===== config.mk =====
export PLATFORM = sky130hd
export DESIGN_NAME = vga_sync_gen
export DESIGN_NICKNAME = d
export VERILOG_FILES = /design/src/rtl/vga_sync_gen.sv
export SDC_FILE = /design/constraint.sdc
export NUM_CORES = 1
export LEC_CHECK = 0
export BUFFER_PORTS_ARGS = -buffer_cell sky130_fd_sc_hd__clkbuf_2
export CAP_MARGIN = 20
export CORE_MARGIN = 3
export CORE_UTILIZATION = 40
export CTS_BUF_LIST = sky130_fd_sc_hd__clkbuf_8
export DETAILED_ROUTE_END_ITERATION = 16
export PLACE_DENSITY = 0.7
export SETUP_SLACK_MARGIN = 0.2
export SLEW_MARGIN = 20
export SYNTH_ARGS = -nofsm -noshare
export SYNTH_HDL_FRONTEND = slang
export SYNTH_SLANG_ARGS = --single-unit

===== constraint.sdc =====
create_clock -name CLK -period 6.1 [get_ports CLK]
set_input_delay 0.305 -clock CLK [delete_from_list [all_inputs] [get_ports CLK]]
set_output_delay 0.305 -clock CLK [all_outputs]
set_load 0.05 [all_outputs]

===== src/rtl/vga_sync_gen.sv =====
// VGA timing source: pixel counters, delay-matched sync/blank flags and a blanked, registered RGB output.
// Optional build macro VGA_TEST_PATTERN_EN adds an 8-bar colour test pattern selected by pattern_sel.
module vga_sync_gen #(
  parameter int H_DISPLAY   = 640,
  parameter int H_FRONT     = 16,
  parameter int H_SYNC      = 96,
  parameter int H_BACK      = 48,
  parameter int V_DISPLAY   = 480,
  parameter int V_FRONT     = 10,
  parameter int V_SYNC      = 2,
  parameter int V_BACK      = 33,
  parameter int TICK_DIV    = 1,
  parameter int SYNC_DELAY  = 2,
  parameter int SYNC_ACTIVE = 0
) (
  input  logic        CLK,
  input  logic        RESET,
  output logic [9:0]  pix_x,
  output logic [9:0]  pix_y,
  output logic        p_tick,
  output logic        video_on,
  output logic        frame_start,
  input  logic [11:0] rgb_in,
  input  logic        pattern_sel,
  output logic        hsync,
  output logic        vsync,
  output logic [11:0] rgb_out
);

  localparam int H_TOTAL = H_DISPLAY + H_FRONT + H_SYNC + H_BACK;
  localparam int V_TOTAL = V_DISPLAY + V_FRONT + V_SYNC + V_BACK;
  localparam int DLY     = (SYNC_DELAY < 1) ? 1 : SYNC_DELAY;
  localparam int TW      = (TICK_DIV > 1) ? $clog2(TICK_DIV) : 1;

  if (H_TOTAL > 1024 || V_TOTAL > 1024) begin : g_bad_totals
    $error("vga_sync_gen: H_TOTAL/V_TOTAL exceed the 10-bit counter range");
  end
  if (SYNC_DELAY < 0 || SYNC_DELAY > 7 || TICK_DIV < 1) begin : g_bad_cfg
    $error("vga_sync_gen: SYNC_DELAY must be 0..7 and TICK_DIV >= 1");
  end

  logic [TW-1:0]  tick_cnt_r;
  logic [TW-1:0]  tick_nxt_s;
  logic           p_tick_r;
  logic [9:0]     h_count_r;
  logic [9:0]     v_count_r;
  logic           frame_start_r;
  logic           h_end_s;
  logic           v_end_s;
  logic           vid_raw_s;
  logic           hs_raw_s;
  logic           vs_raw_s;
  logic [DLY-1:0] vid_pipe_r;
  logic [DLY-1:0] hs_pipe_r;
  logic [DLY-1:0] vs_pipe_r;
  logic [11:0]    colour_s;
  logic [11:0]    rgb_r;

  // Next tick-divider value, line/frame end detection and raw timing flags.
  always_comb begin
    tick_nxt_s = {TW{1'b0}};
    if (tick_cnt_r == TW'(TICK_DIV - 1)) begin
      tick_nxt_s = {TW{1'b0}};
    end else begin
      tick_nxt_s = tick_cnt_r + TW'(1);
    end
    h_end_s   = (h_count_r == 10'(H_TOTAL - 1));
    v_end_s   = (v_count_r == 10'(V_TOTAL - 1));
    vid_raw_s = (h_count_r < 10'(H_DISPLAY)) && (v_count_r < 10'(V_DISPLAY));
    hs_raw_s  = (h_count_r >= 10'(H_DISPLAY + H_FRONT)) &&
                (h_count_r <= 10'(H_DISPLAY + H_FRONT + H_SYNC - 1));
    vs_raw_s  = (v_count_r >= 10'(V_DISPLAY + V_FRONT)) &&
                (v_count_r <= 10'(V_DISPLAY + V_FRONT + V_SYNC - 1));
  end

  // Pixel tick divider; p_tick is held low through the reset cycle.
  always_ff @(posedge CLK) begin
    if (RESET) begin
      tick_cnt_r <= {TW{1'b0}};
      p_tick_r   <= 1'b0;
    end else begin
      tick_cnt_r <= tick_nxt_s;
      p_tick_r   <= (tick_nxt_s == TW'(TICK_DIV - 1));
    end
  end

  // Scan counters; frame_start marks the first cycle (0,0) is presented after a wrap.
  always_ff @(posedge CLK) begin
    if (RESET) begin
      h_count_r     <= 10'd0;
      v_count_r     <= 10'd0;
      frame_start_r <= 1'b0;
    end else if (p_tick_r) begin
      frame_start_r <= h_end_s && v_end_s;
      if (h_end_s) begin
        h_count_r <= 10'd0;
        if (v_end_s) begin
          v_count_r <= 10'd0;
        end else begin
          v_count_r <= v_count_r + 10'd1;
        end
      end else begin
        h_count_r <= h_count_r + 10'd1;
      end
    end else begin
      frame_start_r <= 1'b0;
    end
  end

  // Flag delay line runs every CLK so latency is in CLK cycles, independent of TICK_DIV.
  always_ff @(posedge CLK) begin
    if (RESET) begin
      vid_pipe_r <= {DLY{1'b0}};
      hs_pipe_r  <= {DLY{1'b0}};
      vs_pipe_r  <= {DLY{1'b0}};
    end else begin
      for (int i = DLY - 1; i > 0; i--) begin
        vid_pipe_r[i] <= vid_pipe_r[i-1];
        hs_pipe_r[i]  <= hs_pipe_r[i-1];
        vs_pipe_r[i]  <= vs_pipe_r[i-1];
      end
      vid_pipe_r[0] <= vid_raw_s;
      hs_pipe_r[0]  <= hs_raw_s;
      vs_pipe_r[0]  <= vs_raw_s;
    end
  end

`ifdef VGA_TEST_PATTERN_EN
  logic [9:0] hx_pipe_r [DLY];

  function automatic logic [11:0] bar_colour(input logic [9:0] x);
    logic [9:0] idx;
    idx = x / 10'(H_DISPLAY / 8);
    return {{4{idx[2]}}, {4{idx[1]}}, {4{idx[0]}}};
  endfunction

  // Horizontal position delayed alongside the flags so the bars line up with sync.
  always_ff @(posedge CLK) begin
    if (RESET) begin
      for (int i = 0; i < DLY; i++) begin
        hx_pipe_r[i] <= 10'd0;
      end
    end else begin
      for (int i = DLY - 1; i > 0; i--) begin
        hx_pipe_r[i] <= hx_pipe_r[i-1];
      end
      hx_pipe_r[0] <= h_count_r;
    end
  end

  // Visible colour source: bar pattern on request, generator colour otherwise.
  always_comb begin
    colour_s = rgb_in;
    if (pattern_sel) begin
      colour_s = bar_colour(hx_pipe_r[DLY-1]);
    end else begin
      colour_s = rgb_in;
    end
  end
`else
  logic unused_pattern_sel_s;
  assign unused_pattern_sel_s = pattern_sel;

  // Visible colour source is always the generator colour.
  always_comb begin
    colour_s = rgb_in;
  end
`endif

  // Blanked, registered connector colour.
  always_ff @(posedge CLK) begin
    if (RESET) begin
      rgb_r <= 12'h000;
    end else if (vid_pipe_r[DLY-1]) begin
      rgb_r <= colour_s;
    end else begin
      rgb_r <= 12'h000;
    end
  end

  assign pix_x       = h_count_r;
  assign pix_y       = v_count_r;
  assign p_tick      = p_tick_r;
  assign frame_start = frame_start_r;
  assign video_on    = vid_pipe_r[DLY-1];
  assign rgb_out     = rgb_r;
  assign hsync       = (SYNC_ACTIVE != 0) ? hs_pipe_r[DLY-1] : ~hs_pipe_r[DLY-1];
  assign vsync       = (SYNC_ACTIVE != 0) ? vs_pipe_r[DLY-1] : ~vs_pipe_r[DLY-1];

endmodule


* Yosys cells after proc, flatten, opt, wreduce, memory -nomap -nowiden
Index checks and enable logic that the tools add are counted.
** Cells by class
- Bitwise gates (word level) :: 5
- Equality and inequality tests :: 2
- Add/sub/neg operators :: 3
- $lt $le $gt $ge :: 6
- Reductions and logical operators :: 7
- Mux-type cells :: 3
** Operator list (number)
- 10-bit by 1-bit adder with 10-bit output (second input constant) :: 2
- 10-bit == test (second input constant) :: 2
- 10-bit two-way mux :: 2
- 10-bit >= comparator (second input constant) :: 1
- 10-bit by 9-bit >= comparator with 1-bit output (second input constant) :: 1
- 10-bit <= comparator (second input constant) :: 1
- 10-bit by 9-bit <= comparator with 1-bit output (second input constant) :: 1
- 10-bit less-than comparator (second input constant) :: 1
- 10-bit by 9-bit less-than comparator with 1-bit output (second input constant) :: 1
- 1-bit NOT :: 5
- 1-bit logical AND :: 4
- 2-bit OR reduction :: 2
- 2-bit AND reduction :: 1
- 1-bit adder (second input constant) :: 1
- 1-bit two-way mux :: 1
** Word-level totals
- Output and inout port bits :: 37
- Word-level logic and storage cells :: 35
- Input port bits :: 15
- Bits in registers :: 41

* Logic depth before layout (Yosys ltp)
- Depth in word-level cells :: 3
- Gate-level depth with buffers :: 6
- Mapped depth without buffers :: 6

* Least setup slack after synthesis
Ideal clock, no wire load.
- Path kind :: reg-to-reg
- From :: register h_count_r[0], in the netlist pix_x[0]
- To :: register v_count_r[6], in the netlist pix_y[6]
- Buffers on the path :: 1
- Required time :: 6034 ps
- Period minus slack after synthesis :: 2366 ps
- Stages on the path, launching flop included :: 7
- Arrival time :: 2299 ps
- Slack :: 3734 ps
- Library setup time :: 66 ps
- Cells stage by stage :: dfxtp_1 -> ha_1 -> nand4_4 -> or3_1 -> buf_6 -> or4_4 -> a21oi_2
** Between the ends
- Longest elaborated chain between the ends :: 2
** Ends and longest elaborated chain
- start: declaration :: line 45 : logic [9:0] h_count_r;
- start signal: assignment :: line 103 : h_count_r <= h_count_r + 10'd1;
- 10-bit == test :: line 67 : h_end_s = (h_count_r == 10'(H_TOTAL - 1));
- 2-bit AND reduction (no source line)
- end signal: assignment :: line 100 : v_count_r <= v_count_r + 10'd1;
- end: declaration :: line 46 : logic [9:0] v_count_r;
No other way between the ends.
A chain may end at the register's enable or synchronous reset.

* Worst setup path after layout
Same ends and word-level chain as after synthesis.

==> summary.md <==
| Metric | Value |
|---|---|
| Outcome | completed |
| DR WL/cell | 12.3 um |
| Syn Nets | 178 |
| Final Cycle Share | 35.2% |
| CP Class | reg2reg |
| Final slew viol count | 0 |
| PD cells | 277 nW/um^2 |
| Setup crit end kind | register |
| YS warnings | 0 |
| Ys async rst share | 0% |
| Slew Limit Headroom | 65.3% |
| Htree depth | 2 |
| Vias in the first global route | 1115 |
| Cts hold-fix bufs | 0 |
| CTS Buf Count | 5 |
| Netlist cell types | 35 |
| CTS Sinks | 40 |
| Setup ws final | 3.95 ns |
| Die Area | 4700 sq um |
| Reg clk slew, reported paths | 0.08 ns |
| Number of flops mapped to enable cells by yosys | 0 |
| Core ar. | 3720 sq um |
| Syn Inst Count | 159 |
| DRC Markers | 0 |
| Synth Register Bits | 40 |
| Reg-to-Reg Start | pix_x[0] |
| Die Span X | 68.6 um |
| Hold WC Path Type | in2reg |
| CP max stage cell | or4_4 |
| Top FF cell, synth | dfxtp_1 |
| Hold path start | rgb_in[8] |
| Deepest clock path buffer count | 2 |
| Clk Latency, worst-skew pair | 0.29 ns |
| Final Hold Viols | 0 |
| Boundary Pins | 52 |
| Hpwl dp | 2320 um |
| Vias per Instance | 4.89 |
| Via count | 1277 |
| WP buf/inv | 0 |
| Post-route ant nets | 0 |
| Final WL | 3200 um |
| Required @ worst endpoint | 6.33 ns |
| IO buf count | 50 |
| Final setup viols | 0 |
| Worst path top cell family by delay | simple AND/OR/NAND/NOR gates |
| CP cell instances | ha_1, nand4_4, or3_1, or4_4, a21oi_2 |
| Post_cts resized | 0 |
| Worst-Margin Slew | 0.519 ns |
| Setup TNS | 0 ns |
| Initial Util | 42.2% |
| Postcts setup bufs | 0 |
| Leak | 0.835 nW |
| First-pass GRT wire length | 5000 um |
| Antenna cells | 0 |
| Final Skew | 0.00473 ns |
| Net count, final | 232 |
| Fmax | 465 MHz |
| Layout fillers | 342 |
| RePlAce Congestion | 0.772 |
| # rows | 22 |
| Clock Tree Root | clkbuf_8 |
| RSZ-0062 raised after global routing | false |
| Minimum clock period after layout | 2.15 ns |
| Total gr overflow | 0 |
| CTS tree | yes |
| Crit-path max FO | 10 |
| P&R area growth vs syn | 26.8% |
| Layout cells sized above 1 | 32.4% |
| Worst EP arrival | 2.38 ns |
| Post-Syn Area | 1570 sq um |
| Drt initial violations | 33 |
| Max-cap viol count | 0 |
| Chip height | 68.6 um |
| DR pass1 iterations | 4 |
| VDD IR-drop max | 0.000176 V |
| CP peak stage delay | 0.56 ns |
| Antenna violations before repair | 0 |
| Dpl ws | 3.99 ns |
| Worst Setup SP | pix_x[0] |
| Synth Area per Inst | 9.85 sq um |
| GRT Total Usage | 14.6% |
| Register area share after synthesis | 51.1% |
| Largest net degree at the start of global routing | 13 |
| Worst Setup Start Kind | register |
-- sequential cells by signal, summed over array words and instances (netlist names) --
name,count
rgb_out,12
vs_pipe_r,2
pix_y,10
hs_pipe_r,2
frame_start,1
p_tick,1
vid_pipe_r,2
pix_x,10
-- final timing paths --
check / cells after the start / slack, ns / endpoint
worst max-delay path: 5 / 3.95 / pix_y[6]
worst min-delay path: 2 / 0.21 / rgb_out[8]
worst max register to register: 5 / 3.95 / pix_y[6]
worst min register to register: 1 / 0.44 / vid_pipe_r[1]
-- layout make-up --
class	instances	area [sq um]	area share, %
Tap cell	48	60.1	3.02
Multi-Input combinational cell	108	717	36.1
Timing Repair Buffer	50	250	12.6
Clock inverter	2	60.1	3.02
Sequential cell	40	801	40.3
Clock buffer	5	68.8	3.46
Inverter	8	30.0	1.51
-- per-stage QoR --
stage                     instance area (sq um)  hold WS (ns)  utilization [%]  std cells  total power [W]
final                                      1990         0.214             53.5        261         0.000551
after global routing                       1990         0.201             53.5        261         0.000571
after CTS                                  1990         0.206             53.5        261         0.000558
after detailed placement                   1860         0.429             50.0        254         0.000308
after global placement                     1860         0.416             50.0        254         0.000308
after floorplan                            1570         0.414                -        159         0.000298
-- cells in the mapped netlist, types with 2 or more instances --
library cell   n  area (sq um)
or3_2          4          30.0
xor2_1         6          52.6
nor2_1        15          56.3
o21ai_0        6          30.0
nand3_1        7          35.0
or3_1          3          18.8
nor2b_1        4          25.0
ha_1           4          50.1
or4_4          2          22.5
and3_1         2          12.5
a21oi_1        7          35.0
dfxtp_1       40           801
and2_1        12          75.1
xnor2_1        5          43.8
nor4_1         2          12.5
inv_1          8          30.0
nand2_1        6          22.5
nand4_1        3          18.8
clkbuf_1       2          7.51
nor3_1         4          20.0
nand4b_1       3          26.3
-- cells in the final DEF (no fill, tap or decap), types with 2 or more instances in the layout --
cell	netlist	routed
a21oi_1	7	7
nor2b_1	4	4
or3_2	4	4
or4_4	2	2
clkbuf_2	0	50
nor4_1	2	2
ha_1	4	4
o21ai_0	6	6
nand4b_1	3	3
xnor2_1	5	5
bufinv_16	0	2
dfxtp_1	40	40
nor3_1	4	4
nand4_1	3	3
and2_1	12	12
nand2_1	6	6
nor2_1	15	15
clkbuf_8	0	5
xor2_1	6	6
inv_1	8	8
and3_1	2	2
or3_1	3	3
nand3_1	7	7
-- per-layer routing --
layer  GRT usage (%)  routed length (um)
met1            17.6                1510
met2            22.3                1380
met3            5.67                 251
met4            7.69                  59
met5               0                   0
-- report_power, final --
part           leakage, nW  internal [W]   total, W  switching [W]
Sequential           0.325      0.000266   0.000269     0.00000354
Combinational        0.446    0.00000949  0.0000331      0.0000236
Clock               0.0642      0.000161   0.000249      0.0000882
Total                0.835      0.000436   0.000551       0.000115
-- kinds of logic after synthesis --
logic type	count (synthesis)	synth area share, %
compound gates	17	6.31
xor+xnor	11	6.15
fa+ha+maj	4	3.20
buf+inv	11	3.12
flops	40	51.1
mux	1	0.639
simple gates	75	29.5
No activity file was read; power rests on OpenSTA's default activity.
